File: config.mk
export PLATFORM = sky130hd
export DESIGN_NAME = fpu_norm_shifter
export DESIGN_NICKNAME = d
export VERILOG_FILES = /design/src/rtl/fpu_pkg.sv /design/src/rtl/fpu_lshift_stage.sv /design/src/rtl/fpu_norm_shifter.sv
export SDC_FILE = /design/constraint.sdc
export NUM_CORES = 1
export LEC_CHECK = 0
export CORE_AREA = 10 10 148 218
export DETAILED_ROUTE_END_ITERATION = 10
export DIE_AREA = 0 0 158 228
export GPL_ROUTABILITY_DRIVEN = 0
export SLEW_MARGIN = 20
export SYNTH_ARGS = -nofsm -noshare
export SYNTH_HDL_FRONTEND = slang
export SYNTH_SLANG_ARGS = --single-unit
export TNS_END_PERCENT = 1
File: constraint.sdc
create_clock -name clk -period 6.68 [get_ports clk]
set_clock_uncertainty 0.05 [all_clocks]
set_input_delay 1.336 -clock clk [delete_from_list [all_inputs] [get_ports clk]]
set_output_delay 1.336 -clock clk [all_outputs]
set_load 0.02 [all_outputs]
File: src/rtl/fpu_pkg.sv
// Shared FPU datapath constants and the normalize-result record handed to the rounding stage.
package fpu_pkg;

    localparam int FPU_MANT_W   = 55;
    localparam int FPU_MANT_LOG = 6;
    localparam int FPU_EXP_W    = 11;

    typedef struct packed {
        logic [FPU_MANT_W-1:0] mant;
        logic [FPU_EXP_W-1:0]  exp;
        logic                  zero;
        logic                  denorm;
    } norm_result_t;

endpackage

File: src/rtl/fpu_lshift_stage.sv
// Combinational left shift by a slice of the shift amount, scaled by 2**STEP_LOG.
module fpu_lshift_stage #(
    parameter int WIDTH    = 55,
    parameter int STEP_LOG = 0,
    parameter int AMT_W    = 3
) (
    input  logic [WIDTH-1:0] data_in,
    input  logic [AMT_W-1:0] amt,
    output logic [WIDTH-1:0] data_out
);

    logic [AMT_W+STEP_LOG-1:0] bits;

    assign bits     = (AMT_W+STEP_LOG)'(amt) << STEP_LOG;
    assign data_out = data_in << bits;

endmodule

File: src/rtl/fpu_norm_shifter.sv
// Normalizing left shifter: moves the leading one to the MSB and adjusts the exponent,
// clamping to a denormal when the exponent cannot absorb the full shift.
module fpu_norm_shifter
    import fpu_pkg::*;
#(
    parameter int WIDTH     = FPU_MANT_W,
    parameter int WIDTH_LOG = FPU_MANT_LOG,
    parameter int EXP_W     = FPU_EXP_W
) (
    input  logic                 clk,
    input  logic                 rst_n,
    input  logic                 in_valid,
    output logic                 in_ready,
    input  logic [WIDTH-1:0]     in_mant,
    input  logic [WIDTH_LOG-1:0] in_msb,
    input  logic [EXP_W-1:0]     in_exp,
    output logic                 out_valid,
    input  logic                 out_ready,
    output logic [WIDTH-1:0]     out_mant,
    output logic [EXP_W-1:0]     out_exp,
    output logic                 out_zero,
    output logic                 out_denorm
);

    // Out-of-range msb indices are treated as the top bit (no shift).
    function automatic logic [WIDTH_LOG-1:0] limit_msb(input logic [WIDTH_LOG-1:0] msb);
        return (int'(msb) >= WIDTH) ? WIDTH_LOG'(WIDTH - 1) : msb;
    endfunction

    logic                 en1, en2;
    logic                 vld_p1, vld_p2;
    logic                 zero_c, denorm_c;
    logic [WIDTH_LOG-1:0] raw_c, shamt_c;
    logic [EXP_W-1:0]     exp_c;
    logic [EXP_W:0]       exp_ext, raw_ext;
    logic [WIDTH-1:0]     mant_hi_c, mant_lo_c;

    logic [WIDTH-1:0]     mant_p1;
    logic [2:0]           shamt_lo_p1;
    logic [EXP_W-1:0]     exp_p1;
    logic                 zero_p1, denorm_p1;

    assign en2       = ~vld_p2 | out_ready;
    assign en1       = ~vld_p1 | en2;
    assign in_ready  = en1;
    assign out_valid = vld_p2;

    assign zero_c  = ~|in_mant;
    assign raw_c   = WIDTH_LOG'(WIDTH - 1) - limit_msb(in_msb);
    assign exp_ext = {1'b0, in_exp};
    assign raw_ext = (EXP_W+1)'(raw_c);

    // The shift never exceeds raw, so no set bit is lost off the top.
    always_comb begin
        shamt_c  = '0;
        exp_c    = '0;
        denorm_c = 1'b0;
        if (!zero_c) begin
            if (exp_ext > raw_ext) begin
                shamt_c = raw_c;
                exp_c   = EXP_W'(exp_ext - raw_ext);
            end else begin
                shamt_c  = (in_exp == '0) ? '0 : WIDTH_LOG'(exp_ext - 1'b1);
                denorm_c = 1'b1;
            end
        end
    end

    fpu_lshift_stage #(.WIDTH(WIDTH), .STEP_LOG(3), .AMT_W(WIDTH_LOG-3)) u_shift_hi (
        .data_in  (in_mant),
        .amt      (shamt_c[WIDTH_LOG-1:3]),
        .data_out (mant_hi_c)
    );

    fpu_lshift_stage #(.WIDTH(WIDTH), .STEP_LOG(0), .AMT_W(3)) u_shift_lo (
        .data_in  (mant_p1),
        .amt      (shamt_lo_p1),
        .data_out (mant_lo_c)
    );

    // Stage 1: coarse shift, exponent adjust and flags.
    always_ff @(posedge clk) begin
        if (!rst_n) begin
            vld_p1      <= 1'b0;
            mant_p1     <= '0;
            shamt_lo_p1 <= '0;
            exp_p1      <= '0;
            zero_p1     <= 1'b0;
            denorm_p1   <= 1'b0;
        end else if (en1) begin
            vld_p1      <= in_valid;
            mant_p1     <= mant_hi_c;
            shamt_lo_p1 <= shamt_c[2:0];
            exp_p1      <= exp_c;
            zero_p1     <= zero_c;
            denorm_p1   <= denorm_c;
        end
    end

    // Stage 2: fine shift into the output register.
    always_ff @(posedge clk) begin
        if (!rst_n) begin
            vld_p2     <= 1'b0;
            out_mant   <= '0;
            out_exp    <= '0;
            out_zero   <= 1'b0;
            out_denorm <= 1'b0;
        end else if (en2) begin
            vld_p2     <= vld_p1;
            out_mant   <= mant_lo_c;
            out_exp    <= exp_p1;
            out_zero   <= zero_p1;
            out_denorm <= denorm_p1;
        end
    end

endmodule
* Word level (Yosys, flattened, before mapping)
Cells that the tools add are included.
** Word-level totals
- Register bits :: 141
- Input port bits :: 76
- Output and inout port bits :: 70
- Logic and storage cells :: 33
** Cells by class
- Add/sub/neg operators :: 3
- Order comparisons :: 2
- Shifts and indexed selects :: 2
- Muxes and demuxes :: 8
- Bitwise operators :: 4
- Reduce and logical (&&, ||, !) cells :: 3
** Operators with widths (count)
- 55-bit OR reduction :: 1
- 55-bit by 3-bit << shifter with 55-bit output :: 1
- 55-bit by 6-bit << shifter with 55-bit output :: 1
- 6-bit 2-to-1 mux :: 4
- 11-bit 2-to-1 mux :: 2
- 11-bit by 6-bit greater-than comparator with 1-bit output :: 1
- 11-bit logical NOT :: 1
- 11-bit by 6-bit subtractor with 11-bit output :: 1
- 6-bit greater-or-equal comparator, second input constant :: 1
- 6-bit by 1-bit subtractor with 6-bit output, second input constant :: 1
- 6-bit subtractor, first input constant :: 1
- 1-bit 2-to-1 mux :: 2
- 1-bit NOT :: 2
- 1-bit OR :: 2
- 1-bit logical NOT :: 1

* Logic depth before layout (Yosys ltp)
Gate-level depths: netlist of the first run.
- Depth after elaboration :: 7
- Mapped depth :: 15
- Depth with buffers taken out :: 12

* Hierarchy
Synthesis of the first run repeated with hierarchy kept, for this count alone.
** Second synthesis, totals
- Cells, all modules :: 1175
- Area, all modules :: 9699.3 µm²
** By module, submodules not included
- fpu_norm_shifter :: instances 1, cells each 716, area an instance 5938.2 µm², seq. area each 2822.7 µm²
- fpu_lshift_stage (u_shift_lo) :: instances 1, cells each 261, area an instance 2195.9 µm², seq. area each 0.0 µm²
- fpu_lshift_stage (u_shift_hi) :: instances 1, cells each 198, area an instance 1565.3 µm², seq. area each 0.0 µm²

* Least setup slack after synthesis of the first run
OpenSTA, ideal clock, no wires.
- Path kind :: input port to flip-flop
- Start point :: in in_msb[0]
- End point :: reg mant_p1[54]
- Library setup time :: 0.117 ns
- Arrival :: 4.113 ns
- Required time :: 6.513 ns
- Path slack :: 2.400 ns
- Stages :: 14
- Buffers on the path :: 3
- Cells stage by stage :: a31oi_1 > mux2i_1 > ha_1 > and3_1 > o21a_1 > o21ai_0 > nand3_2 > a21o_1 > buf_6 > buf_12 > buf_12 > a221oi_1 > o21ai_0 > a32o_1
** On the way
- Word-level cells in the longest chain between the ends :: 7
** Ends and longest elaborated chain
- start, declared :: line fpu_norm_shifter.sv:15 : input logic [WIDTH_LOG-1:0] in_msb,
- 6-bit greater-or-equal comparator :: line fpu_norm_shifter.sv:27 : return (int'(msb) >= WIDTH) ? WIDTH_LOG'(WIDTH - 1) : msb;
- 6-bit 2-to-1 mux (*) :: line fpu_norm_shifter.sv:27
- 6-bit subtractor (*) :: line fpu_norm_shifter.sv:49 : assign raw_c = WIDTH_LOG'(WIDTH - 1) - limit_msb(in_msb);
- 11-bit by 6-bit greater-than comparator with 1-bit output :: line fpu_norm_shifter.sv:59 : if (exp_ext > raw_ext) begin
- 6-bit 2-to-1 mux (*) :: line fpu_norm_shifter.sv:59
- 6-bit 2-to-1 mux (*) :: line fpu_norm_shifter.sv:58 : if (!zero_c) begin
- 55-bit by 6-bit << shifter with 55-bit output (*) :: line fpu_lshift_stage.sv:15 : assign data_out = data_in << bits;
- end signal, assigned :: line fpu_norm_shifter.sv:92 : mant_p1 <= mant_hi_c;
- end, declared :: line fpu_norm_shifter.sv:38 : logic [WIDTH-1:0] mant_p1;
Mark *: on every way between the ends. The rest lies on a longest branch, timed or not.
A chain may end at the register's enable or synchronous reset.

* Worst setup path in the final report of the first run
- Start point :: in in_msb[0]
- End point :: reg mant_p1[41]
The elaborated chain is that of the path after synthesis.

==> results of run 1 <==
[cell usage after synthesis (9+ instances only)]
master / number
sky130_fd_sc_hd__a211oi_1: 10
sky130_fd_sc_hd__a21oi_1: 38
sky130_fd_sc_hd__a221o_1: 12
sky130_fd_sc_hd__a22o_1: 21
sky130_fd_sc_hd__a22oi_1: 20
sky130_fd_sc_hd__a2bb2oi_1: 15
sky130_fd_sc_hd__a311oi_1: 45
sky130_fd_sc_hd__buf_1: 16
sky130_fd_sc_hd__clkbuf_1: 52
sky130_fd_sc_hd__dfxtp_1: 141
sky130_fd_sc_hd__mux2i_1: 42
sky130_fd_sc_hd__mux4_2: 46
sky130_fd_sc_hd__nand2_1: 188
sky130_fd_sc_hd__nand3_1: 9
sky130_fd_sc_hd__nor2_1: 94
sky130_fd_sc_hd__nor3_1: 14
sky130_fd_sc_hd__nor4_1: 15
sky130_fd_sc_hd__o21ai_0: 38
sky130_fd_sc_hd__xnor2_1: 9
[worst max-delay path, delay by kind of cell]
family | cells | cell delay, ps
AO/OA/AOI/OAI | 7 | 2130
buffers and inverters | 2 | 780
multiplexers | 2 | 760
adder cells (fa/ha/maj) | 1 | 350
AND/OR/NAND/NOR | 1 | 190
[area by class of cell]
cell class	count	area, um^2	area share
Inverter	10	37.5	0.00350
Sequential cell	141	2830	0.264
Clock inverter	13	210	0.0196
Timing Repair Buffer	160	1560	0.146
Multi-Input combinational cell	718	5190	0.484
Tap cell	351	439	0.0409
Clock buffer	19	453	0.0422
[cells by family (layout without fill, tap and decap cells)]
family,after synthesis,after routing,share of synthesized area
flip-flops,141,141,0.337
XOR/XNOR,14,14,0.0146
AND/OR/NAND/NOR,360,360,0.187
AO/OA/AOI/OAI,239,239,0.212
adder cells (fa/ha/maj),8,8,0.0128
multiplexers,97,97,0.191
buffers and inverters,88,202,0.0459
[per-layer routing]
layer / vias to the layer above / global-route usage
met1: 3760 / 0.184
met3: 77 / 0.0367
met2: 293 / 0.274
met4: 0 / 0.0798
li1: 3760 / -
met5: - / 0
[power groups by stage]
stage	logic, mW	clock network [mW]	registers (mW)
finish	0.632	1.07	1.00
CTS	0.632	1.09	1.00
detailed placement	0.630	0	1.02
global placement	0.627	0	1.02
floorplan	0.379	0	1.02
global route	0.681	1.12	1.01
[metrics by stage]
step	area [um^2]	setup WS [ps]	utilization
6_report	10700	1380	0.377
5_1_grt	10700	1070	0.377
4_1_cts	10700	1450	0.377
3_5_place_dp	10100	991	0.354
3_3_place_gp	10100	1170	0.354
2_1_floorplan	8390	2400	-
[path summary, 6_finish.rpt]
kind,startpoint,endpoint,cells after the start
worst max register to register,out_valid,mant_p1[46],9
worst min register to register,out_mant[1],out_mant[1],2
worst min-delay path,out_mant[1],out_mant[1],2
worst max-delay path,in_msb[0],mant_p1[41],13
[cell usage in the layout (no fill, tap or decap), types with 9 or more instances in the layout]
cell type,instances
sky130_fd_sc_hd__mux2i_1,42
sky130_fd_sc_hd__nand2_1,188
sky130_fd_sc_hd__dfxtp_1,139
sky130_fd_sc_hd__a2bb2oi_1,15
sky130_fd_sc_hd__clkbuf_16,17
sky130_fd_sc_hd__buf_4,15
sky130_fd_sc_hd__a211oi_1,10
sky130_fd_sc_hd__a22oi_1,20
sky130_fd_sc_hd__nor2_1,93
sky130_fd_sc_hd__a221o_1,12
sky130_fd_sc_hd__nand3_1,9
sky130_fd_sc_hd__a311oi_1,45
sky130_fd_sc_hd__mux4_2,46
sky130_fd_sc_hd__nor3_1,13
sky130_fd_sc_hd__xnor2_1,9
sky130_fd_sc_hd__a22o_1,21
sky130_fd_sc_hd__clkdlybuf4s50_1,145
sky130_fd_sc_hd__a21oi_1,38
sky130_fd_sc_hd__o21ai_0,38
sky130_fd_sc_hd__nor4_1,15
[state kept, by name, summed over array words and instances (netlist names)]
register and count:
shamt_lo_p1 3, denorm_p1 1, vld_p1 1, out_zero 1, mant_p1 55, out_mant 55
out_valid 1, out_exp 11, exp_p1 11, zero_p1 1, out_denorm 1
==> run summary, run 1 <==
The number of flops mapped to enable cells by yosys is 0. The starting DRC count in detailed routing came out at 619. The sequential fraction of the synthesis area is 0.337. The worst-case hold slack came out at roughly 400 ps. The total routed wire length on the met1 layer came out at 11,500 um. The slowest stage of the critical path is the sky130_fd_sc_hd__a21o_2 cell. The per-cell via count in the routed design came out at 5.59.

The number of cells after detailed placement came out at approximately 1,400. The residual antenna-violating net count after detailed routing is 0. The number of top-level design ports came out at 146.

The count of state elements after synthesis is 141. After detailed routing, the met3 layer carries approximately 1800 um of wire. The initial antenna violation count came to 0. The net count of the finished layout is 1,132. The final hold violation count came out at 0. The area of the mapped netlist is between 0.008 and 0.009 mm^2. The final setup violation count is 0.

Fill cells in the final layout number about 2,900. The final instance count without filler cells is 1,412. The synthesized net count came out at between 1,000 and 1,500. The final-report max-slew violation count is 0. The internal reg-to-reg setup slack is roughly 3600 ps. The post-CTS setup buffer count came out at 0. The tree is rooted in a sky130_fd_sc_hd__clkbuf_16.

The post-cts sizing count came out at 0. The synthesized netlist cell count is between 900 and 1,000. Dividing the detail-routed wire length by the instance count gives between 20 and 25 um. Dividing the final minimum period by the clock period gives 0.793. Traced cell by cell, the critical path runs through clkdlybuf4s50_1 > a31oi_1 > mux2i_1 > ha_1 > and3_1 > o21a_1 > o21ai_0 > a21o_1 > a21o_2 > buf_4 > mux2i_1 > o21ai_0 > a221o_1. The number of distinct standard cells referenced by the synthesized netlist is between 70 and 80. The number of buffer cells added on primary ports is between 100 and 150. The average cell area after synthesis came out at slightly below 9 um^2. The pin count of the biggest net entering global routing came out at 98.

STA puts the critical path data required time at approximately 7000 ps. Headroom to the max-slew limit came out at 0.332. The diode insertion count for antenna repair is 0. The biggest area contributor in the post-synthesis netlist is sky130_fd_sc_hd__dfxtp_1. The fraction of registers with async set/reset came out at 0. After global routing the overflow that remains totals 0.

Of the total power, combinational logic draws 0.233. The CTS sink count is approximately 140. Cell internal power was estimated by the tool at ~1.9 mW. The sequential power share came out at 0.371.

The ratio of total power to cell area is about 250 mW/mm^2. In the global route stage, overall resource usage came out at 0.161. The leakage component of the power is about 3.9 nW. The endpoint arrival time on the critical path came out at roughly 5600 ps. The clock tree from TritonCTS is built. Of the post-synthesis cell area, the dominant cell type holds 0.337. The synthesis-to-layout area growth came out at 27.9%. For this configuration, the core starts out at a cell density of 0.295. The number of CTS-inserted buffers is 17.

The remaining routing DRC violations is 0. The core outline area is between 0.02 and 0.03 mm^2. Yosys printed 0 warnings. The HPWL reported at the end of detailed placement came out at ~23,000 um.

At the pin with the least slew margin, the transition time is roughly 1000 ps. Of the cells placed in the final design, the portion with a size suffix greater than 1 is 0.115. The floorplan step set the die height to between 200 and 250 um. After clock tree synthesis, the flow added hold-fix buffers numbering 0.

The longest clock path from root to sink contains 2 buffers. The delay contributed by the slowest stage of the critical path is between 500 and 600 ps. Across the run, the number of max-cap violations was 0. The maximum achievable frequency came out at roughly 0.19 GHz. The overall die area came out at approximately 0.036 mm^2. After clock tree synthesis, the clock-pin slew on the worst setup and hold paths is 60 ps. Summed over all nets, wire length on met2 after detailed routing comes to approximately 15,000 um. The reported net switching power came out at between 0.8 and 0.9 mW. The tightest min-delay check is of the reg -> reg type.

The element type at the critical path end is a flip-flop. The pre-antenna-repair detailed-routing pass consisted of 5 iterations. The via count of the first global-routing pass came out at ~7,800.

For the finished layout, the period the worst path requires is 5300 ps. The total routed wirelength came out at roughly 29,000 um. The number of cell rows came out at 76. The die is approximately 160 um wide. The worst vdd rail ir drop is between 0.00015 and 0.0002 V. The flow ran to the end, and the final reports show no timing, DRC or antenna violations.

The worst setup path is launched from an input port. The maximum fanout along the worst path is 20. The number of vias in the routed layout is about 8,000. The deepest level of the CTS H-tree came out at 4.

Sorting the synthesized cells by area gives the leading types as sky130_fd_sc_hd__dfxtp_1 (34%), sky130_fd_sc_hd__mux4_2 (12%), sky130_fd_sc_hd__nand2_1 (8.4%). Signal routing reaches up to met4. In the synthesized netlist the dominant register cell turns out to be sky130_fd_sc_hd__dfxtp_1.

The first global-routing pass estimated 45,600 um of wire. In the final timing run, aggregate negative setup slack is 0 ps. The share of total power dissipated in the clock network is 0.396. The completed layout was analyzed and its total power is 2.71 mW. The fraction of power spent switching nets came out at 0.298. The insertion delay of the later-clocked pin in the worst-skew pair came out at between 400 and 500 ps. Setup repair after global routing left no endpoint under its margin. The critical path class is in -> reg.
(Power assumes the default switching activity.)
==> run 2: changes to the inputs <==
- clock period: 6.68 -> 5.1 ns (I/O delays scaled with it)
==> run summary, run 2 (synthesis gave the netlist of run 1 again) <==
The run finished with clean final reports. The chip height is 228 um (unchanged). The delay contributed by the slowest stage of the critical path came out at 570 ps (+50 ps). The residual antenna-violating net count after detailed routing was 0 (unchanged).

The pin count of the biggest net entering global routing is 61 (-38%). The aggregate negative setup slack was 0 ps (unchanged). The core outline area came out at 0.0284 mm^2 (unchanged). The post-CTS setup buffer count is 0 (unchanged).

The worst setup path is captured at a flip-flop. The final setup violation count came out at 0 (unchanged). The initial antenna violation count came out at 0 (unchanged).

The min-delay analysis places its worst path in the category reg -> reg. The post-cts sizing count came out at 0 (unchanged). The cell with the biggest individual delay on the critical path is sky130_fd_sc_hd__clkdlybuf4s50_1.

The top cell types in the final layout, fill and taps aside, are sky130_fd_sc_hd__nand2_1 (188), sky130_fd_sc_hd__clkdlybuf4s50_1 (145), sky130_fd_sc_hd__dfxtp_1 (139). The number of CTS-inserted buffers is 17 (unchanged). The fraction of layout instances using a drive strength above 1 is 0.128 (+0.0129). TritonCTS built the clock tree.

After layout, the minimum clock period comes to 4450 ps. The post-route fraction of the period consumed by the critical path is 0.872. The initial core utilization came out at 0.295 (unchanged).

The total routed wirelength is 29,900 um (+1.3%). The met3 demand-to-capacity share in global routing was 0.0367 (unchanged). The per-cell via count in the routed design is 5.58 (-0.18%). The number of vias in the routed layout was 7,976 (+1.1%). The number of cells after detailed placement is 1,399 (+1.4%). The overall die area is 0.0360 mm^2 (unchanged). The HPWL reported at the end of detailed placement is 23,400 um (+1.6%).

The root cell of the clock tree is sky130_fd_sc_hd__clkbuf_16. The ratio of total power to cell area is 320 mW/mm^2 (+27%). The number of search-and-repair iterations in the first detailed-routing pass is 5 (unchanged). The met2 usage in global routing came out at 0.287 (+0.0132). The data required time at the worst endpoint is 5370 ps (-1580 ps). The clock tree buffer depth is 2 (unchanged). The remaining routing DRC violations is 0 (unchanged). The worst vdd rail ir drop came out at 0.000183 V (+5.2%). The final-report max-slew violation count came to 0 (unchanged).

The number of maximum-capacitance constraint violations is 0 (unchanged). The deepest level of the CTS H-tree came out at 4 (unchanged). The first-pass GRT wire length was 46,700 um (+2.4%).

The maximum fanout along the worst path came to 17 (-15%). The largest registers in the layout are mant_p1 x55, out_mant x55. The starting DRC count in detailed routing is 639 (+3.2%). Leaving out fill and tap cells, the most frequent cell in the layout is sky130_fd_sc_hd__nand2_1. The number of hold buffers added after CTS came to 0 (unchanged). Walking the worst path, the cells encountered are clkdlybuf4s50_1 > nand3_1 > xnor2_1 > nand2_1 > ha_1 > and3_1 > nand4_1 > a211oi_2 > a21o_1 > a21o_2 > buf_12 > mux2i_1 > o21ai_0 > a221o_1.

The final hold violation count came out at 0 (unchanged). The total track usage is 0.164 (+0.00320). The detailed-route wire length per cell came out at 20.9 um (about the same). The category of cells accounting for the largest share of critical-path delay is compound AO/OA/AOI/OAI gates. The actual transition at the worst max-transition pin came out at 810 ps (-192 ps).

The total congestion overflow after global routing is 0 (unchanged). The clock transition at the register clock pins on the worst setup and hold paths after CTS came to 60 ps (about the same). The net count of the finished layout came to 1,151 (+1.7%). The worst max-slew margin expressed relative to the limit is 0.459 (+0.127). The number of top-level design ports was 146 (unchanged). The insertion delay of the later-clocked pin in the worst-skew pair is 430 ps (about the same). The diode insertion count for antenna repair was 0 (unchanged). The number of cell rows came out at 76 (unchanged). The leakage component of the power is 4.02 nW (+2.2%). The met1 layer usage reported by global route is 0.188 (+0.00393). The synthesis-to-layout area growth came out at 29.4%. Setup repair after global routing left no endpoint under its margin. The total buffers and inverters traversed by the critical path is 2 (unchanged). The via count of the first global-routing pass is 7,914 (+1.8%).

The type of element launching the critical path is an input port. The maximum achievable frequency came out at approximately 0.22 GHz. The final instance count without filler cells came out at 1,430 (+1.3%).

The endpoint arrival time on the critical path came out at 4720 ps (-850 ps). The critical path class is in -> reg. met2 is the most crowded layer.

The CTS sink count came out at 141 (unchanged). The number of buffer cells added on primary ports came to 145 (unchanged). The x dimension of the die is 158 um (unchanged).
-- run 2: cell types whose count changed in the layout (fill, tap and decap cells not counted), sizes merged --
cell	delta
bufinv	-1
clkinvlp	-1
buf	+19
inv	-3
clkinv	+4
-- run 2: worst min-delay path, delay by kind of cell (launching register included) --
kind	cells	cell delay, ps
simple gates	1	50
compound gates	1	50
flops	1	310
-- run 2: routing by layer --
metal / routed length [um] / vias up
li1: - / 3799
met1: 11700 / 3853
met2: 15400 / 262
met3: 1740 / 62
met4: 1000 / 0
met5: 0 / -
-- run 2: final cells by class --
type / instances / area, um^2
fillers: 2841 / 17600
multi-input cells: 718 / 5190
flip-flops and latches: 141 / 2830
repair buffers: 179 / 1740
clock buffers: 19 / 443
well taps: 351 / 439
clock inverters: 12 / 170
inverters: 10 / 37.5
-- run 2: power by group --
| group | switching (mW) | internal [mW] | leakage [nW] |
|---|---|---|---|
| clock | 0.479 | 0.824 | 0.302 |
| sequential | 0.105 | 1.20 | 1.16 |
| combinational | 0.453 | 0.411 | 2.56 |
-- run 2: per-stage QoR --
step / power, mW / util / setup WS [ps] / hold slack (ps) / area [um^2]
4_1_cts: 3.49 / 0.382 / 673 / 400 / 10900
3_5_place_dp: 2.19 / 0.360 / 208 / 394 / 10200
5_1_grt: 3.62 / 0.382 / 322 / 417 / 10900
6_report: 3.48 / 0.382 / 653 / 399 / 10900
2_1_floorplan: 1.83 / - / 1140 / 382 / 8390
3_3_place_gp: 2.18 / 0.360 / 297 / 391 / 10200
-- run 2: path summary, 6_finish.rpt --
kind               from           to  slack (ps)  cells past startpoint
max           in_msb[0]  mant_p1[43]         650                     14
max reg2reg   out_valid  mant_p1[42]        2250                      9
min reg2reg  out_exp[8]   out_exp[8]         400                      2
min          out_exp[8]   out_exp[8]         400                      2
==> run 3: changes to the inputs <==
- ABC_AREA: unset -> 1
- CORE_AREA: 10 10 148 218 -> 10 10 152 224
- DIE_AREA: 0 0 158 228 -> 0 0 162 234
- SETUP_SLACK_MARGIN: unset -> 0.4
- clock period: 5.1 -> 4.54 ns (I/O delays scaled with it)
==> run summary, run 3 <==
After synthesis, the cell types taking the most area are sky130_fd_sc_hd__dfxtp_1 (32%), sky130_fd_sc_hd__nand2_1 (19%), sky130_fd_sc_hd__nand3_1 (8.0%). The net count of the finished layout is 1,622 (+41%). The number of cells on the worst reg-to-reg path is 9 (unchanged). The area fraction of the dominant cell type after synthesis is 0.319 (-0.0177). The number of vias in the routed layout was 9,741 (+22%). The worst setup path is of the in -> reg kind. The sequential fraction of the synthesis area came out at 0.319 (-0.0177). The clock transition at the register clock pins on the worst setup and hold paths after CTS was 60 ps (about the same). The chip height was 234 um (+2.6%). The number of distinct standard cells referenced by the synthesized netlist came out at 43 (-40%). The first-pass GRT wire length was 49,300 um (+5.5%). The post-detailed-placement cell area was 0.0106 mm^2 (+3.6%). The maximum achievable frequency is about 0.27 GHz. The final-report max-slew violation count is 0 (unchanged). The remaining routing DRC violations was 0 (unchanged). The post-cts sizing count is 0 (unchanged).

The worst setup path is captured at a flip-flop. The source of the critical timing path is in_msb[0]. The data required time at the worst endpoint is 4860 ps (-510 ps). The per-cell via count in the routed design was 4.99 (-10%). The number of CTS-inserted buffers came to 17 (unchanged). The diode insertion count for antenna repair is 0 (unchanged).

The x dimension of the die was 162 um (+2.5%). The final total power is 3.93 mW (+13%). The detailed-route wire length per cell came to 16.0 um (-23%). The number of maximum-capacitance constraint violations is 0 (unchanged). The final design instance area without fill is 0.0112 mm^2 (+3.5%).

The startpoint identified for the worst register-to-register timing path is out_valid. The total routed wirelength is 31,200 um (+4.5%). The footprint of the flip-flops and latches came out at 0.00282 mm^2 (-0.18%).

The final standard cell utilization of the core came to 0.374 (-0.00817). The CTS sink count is 141 (unchanged). The leakage component of the power came out at 5.11 nW (+27%). The maximum fanout along the worst path is 17 (unchanged). The synthesis-to-layout area growth is 26.8%. The synthesized net count came out at 1,530 (+48%). The worst setup path is launched from an input port.

The flow ran to the end, and the final reports show no timing, DRC or antenna violations. The tightest min-delay check is of the reg -> reg type. The endpoint arrival time on the critical path is 4060 ps (-660 ps). The clock tree buffer depth is 2 (unchanged).

The delay contributed by the slowest stage of the critical path came out at 500 ps (-70 ps). The cell with the biggest individual delay on the critical path is sky130_fd_sc_hd__clkdlybuf4s50_1. The number of search-and-repair iterations in the first detailed-routing pass came out at 5 (unchanged). The slack of the critical path was 798 ps (+145 ps). The initial antenna violation count was 0 (unchanged). The ratio of total power to cell area is 350 mW/mm^2 (+9.3%). The pin count of the biggest net entering global routing is 71 (+16%). The most critical setup path has its endpoint at mant_p1[23]. The initial core utilization came out at 0.294 (-0.000519). The number of top-level design ports was 146 (unchanged). The routed design could run at a clock period as short as roughly 3700 ps. The number of filler instances in the final layout was 3,330 (+17%).

The worst vdd rail ir drop came out at 0.000192 V (+5.0%). The via count of the first global-routing pass came out at 9,102 (+15%). The average cell area after synthesis came out at 6.12 um^2 (-31%).

The total congestion overflow after global routing came to 0 (unchanged). The area of the mapped netlist came to 0.00885 mm^2 (+5.5%). The number of warning messages in the yosys log is 0 (unchanged). The number of cell rows came out at 78 (+2.6%). The final instance count without filler cells came to 1,951 (+36%). The most frequent cell on the critical path is sky130_fd_sc_hd__nand2_1.

The post-CTS setup buffer count came out at 0 (unchanged). The aggregate negative setup slack came out at 0 ps (unchanged). The deepest level of the CTS H-tree came to 4 (unchanged).

In this run the critical register-to-register path is captured at out_mant[5]. The number of hold buffers added after CTS is 0 (unchanged). In the finished design, the share of the clock period the worst path needs comes to 0.824. The final setup violation count is 0 (unchanged). In the synthesized netlist the dominant register cell turns out to be sky130_fd_sc_hd__dfxtp_1. The number of flops mapped to enable cells by yosys was 0 (unchanged). The library cell with the largest summed area after synthesis is sky130_fd_sc_hd__dfxtp_1. The synthesized netlist cell count came out at 1,446 (+53%). The internal reg-to-reg setup slack came out at 2030 ps (-220 ps). The actual transition at the worst max-transition pin is 845 ps (+35.7 ps). The count of state elements after synthesis was 141 (unchanged). The fraction of layout instances using a drive strength above 1 came out at 0.0574 (-0.0705).

The number of cells after detailed placement is 1,919 (+37%). The clock tree from TritonCTS is built. The overall die area is 0.0379 mm^2 (+5.2%). The residual antenna-violating net count after detailed routing is 0 (unchanged). The worst-case hold slack came out at 410 ps (+11.3 ps). The worst setup slack before clock tree synthesis was 426 ps (+219 ps).

The core outline area came out at 0.0301 mm^2 (+5.7%). Leaving out fill and tap cells, the most frequent cells in the layout are sky130_fd_sc_hd__nand2_1 (437), sky130_fd_sc_hd__nor2_1 (175), sky130_fd_sc_hd__clkdlybuf4s50_1 (144). The fraction of registers with async set/reset is 0 (unchanged).

The tree is rooted in a sky130_fd_sc_hd__clkbuf_16. The worst max-slew margin expressed relative to the limit came to 0.436 (-0.0239). The HPWL reported at the end of detailed placement came to 23,800 um (+1.7%).

Among all cell types in the netlist, the one instantiated most often is sky130_fd_sc_hd__nand2_1. The number of buffer cells added on primary ports is 145 (unchanged). The library cell used most frequently in the layout, excluding fill and tap cells, is sky130_fd_sc_hd__nand2_1. The starting DRC count in detailed routing came out at 754 (+18%). The largest registers in the layout are mant_p1 x55, out_mant x55.

Walking the worst path, the cells encountered are clkdlybuf4s50_1 > nand2_1 > inv_1 > nand2_1 > nand2_1 > nor2_1 > nor2_1 > ha_1 > nand2_1 > nand2_1 > nand2_1 > nand2_1 > nor2_2 > nand2_2 > nand2_4 > nand2_4 > nand3_4 > buf_4 > nand2_1 > a21oi_1 > nand2_1 > a21oi_1. The final hold violation count came to 0 (unchanged). Setup repair after global routing left no endpoint under its margin.

The area occupied by multi-input gates came out at 0.00515 mm^2 (-0.77%). The total track usage is 0.160 (-0.00391). After synthesis, the most frequently instantiated cells are sky130_fd_sc_hd__nand2_1 (437), sky130_fd_sc_hd__nor2_1 (176), sky130_fd_sc_hd__dfxtp_1 (141), sky130_fd_sc_hd__nand3_1 (141), sky130_fd_sc_hd__o21ai_0 (117). The insertion delay of the later-clocked pin in the worst-skew pair is 440 ps (about the same).
[run 3: critical path: cells and delay by family]
kind | cells | cell delay (ps)
buf+inv | 3 | 860
compound gates | 2 | 410
fa+ha+maj | 1 | 310
simple gates | 16 | 1560
[run 3: worst min-delay path by stage]
stage	startpoint	endpoint	slack, ps	cells after the start
6_report	exp_p1[7]	exp_p1[7]	410	2
5_1_grt	exp_p1[6]	exp_p1[6]	440	2
4_1_cts	exp_p1[7]	exp_p1[7]	410	2
3_5_place_dp	exp_p1[7]	exp_p1[7]	400	2
3_3_place_gp	exp_p1[5]	exp_p1[5]	400	2
2_1_floorplan	vld_p1	out_valid	390	2
[run 3: cell families (layout without fill, tap and decap cells)]
group / count (synthesis) / in the layout / share of synthesized area
AND/OR/NAND/NOR: 808 / 808 / 0.382
XOR/XNOR: 5 / 5 / 0.00495
multiplexers: 2 / 2 / 0.00226
adder cells (fa/ha/maj): 8 / 8 / 0.0122
buffers and inverters: 220 / 325 / 0.101
flip-flops: 141 / 141 / 0.319
AO/OA/AOI/OAI: 262 / 262 / 0.179
[run 3: area by class of cell]
type | instances | share of cell area
clock buffer | 20 | 0.0407
clock inverter | 12 | 0.0142
tap | 400 | 0.0446
timing repair buffer | 168 | 0.149
sequential | 141 | 0.251
inverter | 125 | 0.0418
multi-input combinational | 1085 | 0.459
[run 3: routing by layer]
metal | up-vias | wire length (um) | GRT usage
li1 | 4922 | - | -
met1 | 4423 | 13900 | 0.203
met2 | 342 | 14800 | 0.266
met3 | 54 | 1670 | 0.0284
met4 | 0 | 906 | 0.0630
met5 | - | 0 | 0
[run 3: report_power, final]
part	internal (mW)	switching [mW]	total (mW)
Combinational	0.397	0.641	1.04
Sequential	1.35	0.0836	1.43
Clock	0.897	0.560	1.46
Total	2.65	1.28	3.93
